## config.mk

```make
export PLATFORM = sky130hd
export DESIGN_NAME = tt_nibble_alu_acc
export DESIGN_NICKNAME = d
export VERILOG_FILES = /design/src/rtl/tt_alu_pkg.sv /design/src/rtl/tt_sat_add.sv /design/src/rtl/tt_nibble_alu_acc.sv
export SDC_FILE = /design/constraint.sdc
export NUM_CORES = 1
export LEC_CHECK = 0
export CAP_MARGIN = 20
export CORE_ASPECT_RATIO = 0.7
export CORE_MARGIN = 2
export CORE_UTILIZATION = 48
export CTS_CLUSTER_SIZE = 28
export DETAILED_ROUTE_END_ITERATION = 7
export HOLD_SLACK_MARGIN = 0.15
export PLACE_DENSITY = 0.8
export SLEW_MARGIN = 20
export SYNTH_ARGS = -nofsm -noshare
export SYNTH_HDL_FRONTEND = slang
export SYNTH_SLANG_ARGS = --single-unit
```

## constraint.sdc

```tcl
create_clock -name clk -period 2.4 [get_ports clk]
set_input_delay 0.48 -clock clk [delete_from_list [all_inputs] [get_ports clk]]
set_output_delay 0.48 -clock clk [all_outputs]
set_load 0.02 [all_outputs]
```

## src/rtl/tt_alu_pkg.sv

```systemverilog
// Shared constants for the nibble ALU/accumulator tile: op encodings and default widths.
// Latency: n/a (declarations only).
// Backpressure: n/a.
package tt_alu_pkg;

  // Operation encodings carried on the 2-bit op input.
  localparam logic [1:0] OP_ADD = 2'b00;
  localparam logic [1:0] OP_SUB = 2'b01;
  localparam logic [1:0] OP_ACC = 2'b10;
  localparam logic [1:0] OP_CLR = 2'b11;

  // Default geometry: 4-bit operands, 8-bit accumulator/result, 8-bit op counter.
  localparam int DEF_W     = 4;
  localparam int DEF_ACC_W = 8;
  localparam int DEF_CNT_W = 8;

endpackage

```

## src/rtl/tt_sat_add.sv

```systemverilog
// Combinational ACC_W-bit adder with carry-out and optional clamp to all-ones on overflow.
// Latency: zero cycles (purely combinational).
// Backpressure: none; output follows inputs.
module tt_sat_add #(
  parameter int ACC_W    = 8,
  parameter int SATURATE = 0
) (
  input  logic [ACC_W-1:0] i_a,
  input  logic [ACC_W-1:0] i_b,
  output logic [ACC_W-1:0] o_sum,
  output logic             o_carry
);

  logic [ACC_W:0] w_t;

  // Full-width sum so the carry is the true overflow bit; clamp only when enabled.
  always_comb begin
    w_t     = {1'b0, i_a} + {1'b0, i_b};
    o_carry = w_t[ACC_W];
    if ((SATURATE != 0) && w_t[ACC_W]) begin
      o_sum = {ACC_W{1'b1}};
    end else begin
      o_sum = w_t[ACC_W-1:0];
    end
  end

endmodule

```

## src/rtl/tt_nibble_alu_acc.sv

```systemverilog
// Registered nibble ALU: ADD/SUB/ACC/CLR on the two halves of the operand bus, running accumulator.
// Latency: one cycle from accepted in_valid to result/flags/out_valid.
// Backpressure: none; every in_valid cycle is accepted, back-to-back ops give back-to-back pulses.
module tt_nibble_alu_acc
  import tt_alu_pkg::*;
#(
  parameter int W        = DEF_W,
  parameter int ACC_W    = DEF_ACC_W,
  parameter int SATURATE = 0,
  parameter int CNT_W    = DEF_CNT_W
) (
  input  logic               clk,
  input  logic               reset,
  input  logic               in_valid,
  input  logic [1:0]         op,
  input  logic [2*W-1:0]     operands,
  output logic [ACC_W-1:0]   result,
  output logic               carry,
  output logic               zero,
  output logic               out_valid,
  output logic [CNT_W-1:0]   op_count
);

  // Architectural state.
  logic [ACC_W-1:0] r_acc;
  logic [ACC_W-1:0] r_result;
  logic             r_carry;
  logic             r_zero;
  logic             r_out_valid;
  logic [CNT_W-1:0] r_op_count;

  // Operand split and datapath wires.
  logic [W-1:0]     w_a;
  logic [W-1:0]     w_b;
  logic [ACC_W-1:0] w_a_ext;
  logic [ACC_W-1:0] w_b_ext;
  logic [ACC_W-1:0] w_ab_sum;
  logic [ACC_W-1:0] w_sub_res;
  logic             w_sub_borrow;
  logic [ACC_W-1:0] w_acc_sum;
  logic             w_acc_carry;

  // Next-state wires.
  logic [ACC_W-1:0] w_nxt_acc;
  logic [ACC_W-1:0] w_nxt_result;
  logic             w_nxt_carry;
  logic             w_nxt_zero;
  logic             w_nxt_out_valid;
  logic [CNT_W-1:0] w_nxt_op_count;
  logic             w_cnt_full;

  // Split the bus and form the shared A+B term. ACC_W >= W+1 means A+B never overflows here,
  // so bit W of this sum is the ADD carry and the whole value feeds the ACC adder directly.
  always_comb begin
    w_a          = operands[2*W-1:W];
    w_b          = operands[W-1:0];
    w_a_ext      = {{(ACC_W-W){1'b0}}, w_a};
    w_b_ext      = {{(ACC_W-W){1'b0}}, w_b};
    w_ab_sum     = w_a_ext + w_b_ext;
    // Subtracting zero-extended values in ACC_W bits yields the sign-extended difference.
    w_sub_res    = w_a_ext - w_b_ext;
    w_sub_borrow = (w_a < w_b);
  end

  // Accumulate path: acc + (A+B) with wrap or clamp; uses the acc registered before this edge.
  tt_sat_add #(
    .ACC_W    (ACC_W),
    .SATURATE (SATURATE)
  ) u_sat_add (
    .i_a     (r_acc),
    .i_b     (w_ab_sum),
    .o_sum   (w_acc_sum),
    .o_carry (w_acc_carry)
  );

  assign w_cnt_full = (r_op_count == {CNT_W{1'b1}});

  // Decode op only when in_valid is high so idle-cycle garbage on op/operands cannot leak out.
  always_comb begin
    w_nxt_acc       = r_acc;
    w_nxt_result    = r_result;
    w_nxt_carry     = r_carry;
    w_nxt_out_valid = 1'b0;
    w_nxt_op_count  = r_op_count;
    if (in_valid) begin
      w_nxt_out_valid = 1'b1;
      if (!w_cnt_full) begin
        w_nxt_op_count = r_op_count + 1'b1;
      end
      case (op)
        OP_ADD: begin
          w_nxt_result = w_ab_sum;
          w_nxt_carry  = w_ab_sum[W];
        end
        OP_SUB: begin
          w_nxt_result = w_sub_res;
          w_nxt_carry  = w_sub_borrow;
        end
        OP_ACC: begin
          w_nxt_acc    = w_acc_sum;
          w_nxt_result = w_acc_sum;
          w_nxt_carry  = w_acc_carry;
        end
        default: begin
          w_nxt_acc    = '0;
          w_nxt_result = '0;
          w_nxt_carry  = 1'b0;
        end
      endcase
    end
    // Zero tracks whatever result is about to be registered (held value when idle).
    w_nxt_zero = (w_nxt_result == '0);
  end

  // State registers; asynchronous reset returns everything to a fresh-start state.
  always_ff @(posedge clk or posedge reset) begin
    if (reset) begin
      r_acc       <= '0;
      r_result    <= '0;
      r_carry     <= 1'b0;
      r_zero      <= 1'b1;
      r_out_valid <= 1'b0;
      r_op_count  <= '0;
    end else begin
      r_acc       <= w_nxt_acc;
      r_result    <= w_nxt_result;
      r_carry     <= w_nxt_carry;
      r_zero      <= w_nxt_zero;
      r_out_valid <= w_nxt_out_valid;
      r_op_count  <= w_nxt_op_count;
    end
  end

  assign result    = r_result;
  assign carry     = r_carry;
  assign zero      = r_zero;
  assign out_valid = r_out_valid;
  assign op_count  = r_op_count;

endmodule

```

==> impl_results.md <==
* Critical Path Max Stage Delay at 450 ps
* Detailed Route Iter0 Violations at 277
* Sw Pwr at just under 1 mW
* Hold-fix buffers, CTS at 0
* Post-Syn Nets at roughly 240
* Crit-path cells: buf_8, ha_4, fa_2, a21oi_4, o21bai_4, ha_4, nand3_2, o211ai_1, mux2i_1, nand4b_1, or4_4, nor4_4
* Nets at 319
* FF+latch count, synth at 27
* CP endpoint kind: register
* I/O pins at 32
* Setup WS post-layout at -432.9 ps
* EDFF count, synth at 0
* Status: finished, violations left
* Vias per cell at 5.909
* Leak pwr at approximately 1.4 nW
* Relative slew slack at about 67%
* Crit path arrival time at 3030 ps
* Cell mode on critical path: ha_4
* Overall Power at 2.404 mW
* RD Place Congestion at 0.9903
* Startpoint types: primary input
* Endpoints failing setup at 8
* Clk slew on worst S/H paths at 100 ps
* Hold WC Path Type: register to register
* DRC Markers at 0
* Fillers at 224
* Router iterations before antenna repair at 4
* Share of cells above drive strength 1 at a little over 40%
* Hold Violations, Final at 0
* Final instance area at between 0.003 and 0.004 sq mm
* Initial Util at 49.14%
* Detailed Place HPWL at 4028 um
* Antenna-violating nets left at 0
* Clk sinks at 27
* Placed instance area at 0.002646 sq mm
* Top_reg_cell synth: dfrtp_1
* H-tree levels at 1
* Site Rows at 19
* CTS Root Cell: clkbuf_8
* Synth cell types at 53
* FFs w/ async S/R, synth at 100.0%
* CP Class: primary input to register
* Largest net degree at the start of global routing at 28
* Met1 Wirelength at 2650 um
* Grt ovf at 0
* Min Clock Period, post-route at 2833 ps
* Crit Path Max Fanout at 4
* Failing checks: negative setup slack
* Die width at 79.29 um
* WL met2 at just over 3000 um
* Clk_lat worst skew at 280 ps
* Core area at 0.003875 sq mm
* Slew Viols, Final at 0
* Wire per inst at roughly 19 um
* Critical Path RT at ~2600 ps
* Register share of total power at 30.0%
* Placed cells at roughly 330
* Met3 wire length at approximately 550 um
* Sw Share at 40.38%
* Max Freq at ~350 MHz
* Internal at 1.433 mW
* Fin cells at 340
* Post-synth design cell area at 0.001904 sq mm
* First-pass GRT wire length at 9273 um
* Fin Clk Skew at 1.885 ps
* Area grow syn2layout at 60.45%
* Number of port buffers at 31
* Synth warnings at 0
* Crit share post-route at 118.0%
* Worst-case clock buffer depth at 2
* Total track usage at 26.88%
* Top sig layer: met4
* Die area at 0.004495 sq mm
* Vias in the first global route at 1893
* CTS tree: built
* Clk pwr share at 11.4%
* Post-Synthesis Cells at 208
* Antenna fix cells at 0
* Slowest cell on the critical path: or4_4
* Total Wirelength at 6466 um
* Worst-Margin Slew at 498.2 ps
* Via count at 2009
* Seq/Total Area, Yosys at between 30% and 40%
* Worst VDD drop at 0.4465 mV
* Pwr dens at about 790 mW/mm^2
* RSZ-0062 raised after global routing: true
* Avg Cell Area, Syn at 9.155 sq um
* Antenna violations before repair at 0
* Chip Height at around 57 um
* Max-cap violation count at 0
* Comb power frac at 58.6%
* CTS buffer count at 3
==> cells in the final DEF, fill, tap and decap left out, types with 4 or more instances in the layout <==
master and instances:
clkdlybuf4s50_1 23, xnor2_1 8, o21ai_1 4, nand2_1 25, a21o_1 4, o21ai_0 5, a21oi_1 6, and3_1 4
buf_4 45, ha_1 5, inv_1 10, a31oi_1 4, dfrtp_1 26, nor2_1 11, nand4_1 4, buf_6 13
ha_4 9
==> area by class of cell <==
cell class                 count  area [sq um]  area share (%)
inverter                      15         71.32           2.334
timing repair buffer          85         767.0           25.10
clock buffer                   3         41.29           1.351
tap                           52         65.06           2.129
sequential                    27         676.9           22.15
clock inverter                 1         7.507          0.2457
multi-input combinational    157          1426           46.68
==> cells in the mapped netlist (2+ instances only) <==
library cell	count	area share [%]
mux2_2	2	1.2
a21oi_1	9	2.4
nand3_1	4	1.1
a31oi_1	5	1.6
a41oi_1	2	0.92
inv_1	14	2.8
dfrtp_1	26	34
nor2b_1	2	0.66
a211o_1	2	0.92
or2_2	2	0.66
nand4b_1	2	0.92
nand4_1	4	1.3
ha_1	14	9.2
o21ai_0	11	2.9
clkbuf_1	3	0.59
a21o_1	4	1.6
buf_2	2	0.53
o211ai_1	2	0.79
nand2_1	27	5.3
buf_6	2	1.2
nor3_1	3	0.79
xnor2_1	10	4.6
o21bai_1	3	1.2
mux2i_1	3	1.6
fa_1	3	3.2
nor2_1	14	2.8
nor3b_1	2	0.79
xor2_1	3	1.4
and3_1	4	1.3
==> repair_timing <==
item | 4_1_cts | 5_1_grt
endpoints found under the setup margin | 13 | 12
pin swaps | 25 | 17
gates cloned | 0 | 0
buffers inserted | 10 | 3
hold endpoints to repair | 0 | 0
resized for setup | 65 | 29
==> power by group through the flow <==
stage | Clock (mW) | Sequential, mW | Combinational [mW]
floorplan | 0 | 0.777 | 0.510
global placement | 0 | 0.694 | 1.04
detailed placement | 0 | 0.705 | 1.07
CTS | 0.276 | 0.703 | 1.23
global route | 0.295 | 0.738 | 1.49
finish | 0.273 | 0.722 | 1.41
==> state kept, by name, summed over array words and instances, names as in the netlist <==
signal / count
carry: 1
out_valid: 1
zero: 1
r_acc: 8
result: 8
op_count: 8
==> logic make-up after synthesis <==
family / count (synthesis) / synth area share [%]
muxes: 5 / 2.760
AOI/OAI and AO/OA: 49 / 17.15
and+or+nand+nor: 73 / 20.30
xor gates and xnor gates: 13 / 5.979
adders and majority gates: 17 / 12.35
DFF: 27 / 35.55
buffers and inverters: 24 / 5.913
==> stage by stage <==
stage / setup TNS [ps] / utilization [%] / hold slack, ps / setup WS, ps
CTS: -1444 / 74.98 / 496.3 / -553.7
detailed placement: -11020 / 68.29 / 474.0 / -1245
global placement: -10240 / 68.29 / 465.4 / -1138
global route: -1821 / 78.85 / 515.7 / -547.6
floorplan: -943.6 / - / 453.8 / -541.5
finish: -1153 / 78.85 / 498.3 / -432.9
==> per-layer routing <==
layer	vias up	track usage, %
met2	119	42.25
met4	0	5.911
met1	981	38.30
li1	891	-
met3	18	5.627
met5	-	0
==> critical path: cells and delay by family <==
| kind | cells | cell delay [ps] |
|---|---|---|
| and+or+nand+nor | 4 | 800 |
| adders and majority gates | 3 | 890 |
| muxes | 1 | 240 |
| buffers and inverters | 1 | 100 |
| AOI/OAI and AO/OA | 3 | 530 |
==> final timing paths <==
check | start | endpoint | slack [ps] | cells after the start
max in group asynchronous | reset | zero | 1540 | 3
worst max register to register | r_acc[0] | zero | -80 | 8
worst min register to register | carry | carry | 500 | 1
worst max-delay path | operands[4] | zero | -430 | 12
min in group asynchronous | reset | op_count[6] | 550 | 3
worst min-delay path | carry | carry | 500 | 1
Power figures use the tool's default switching activity.
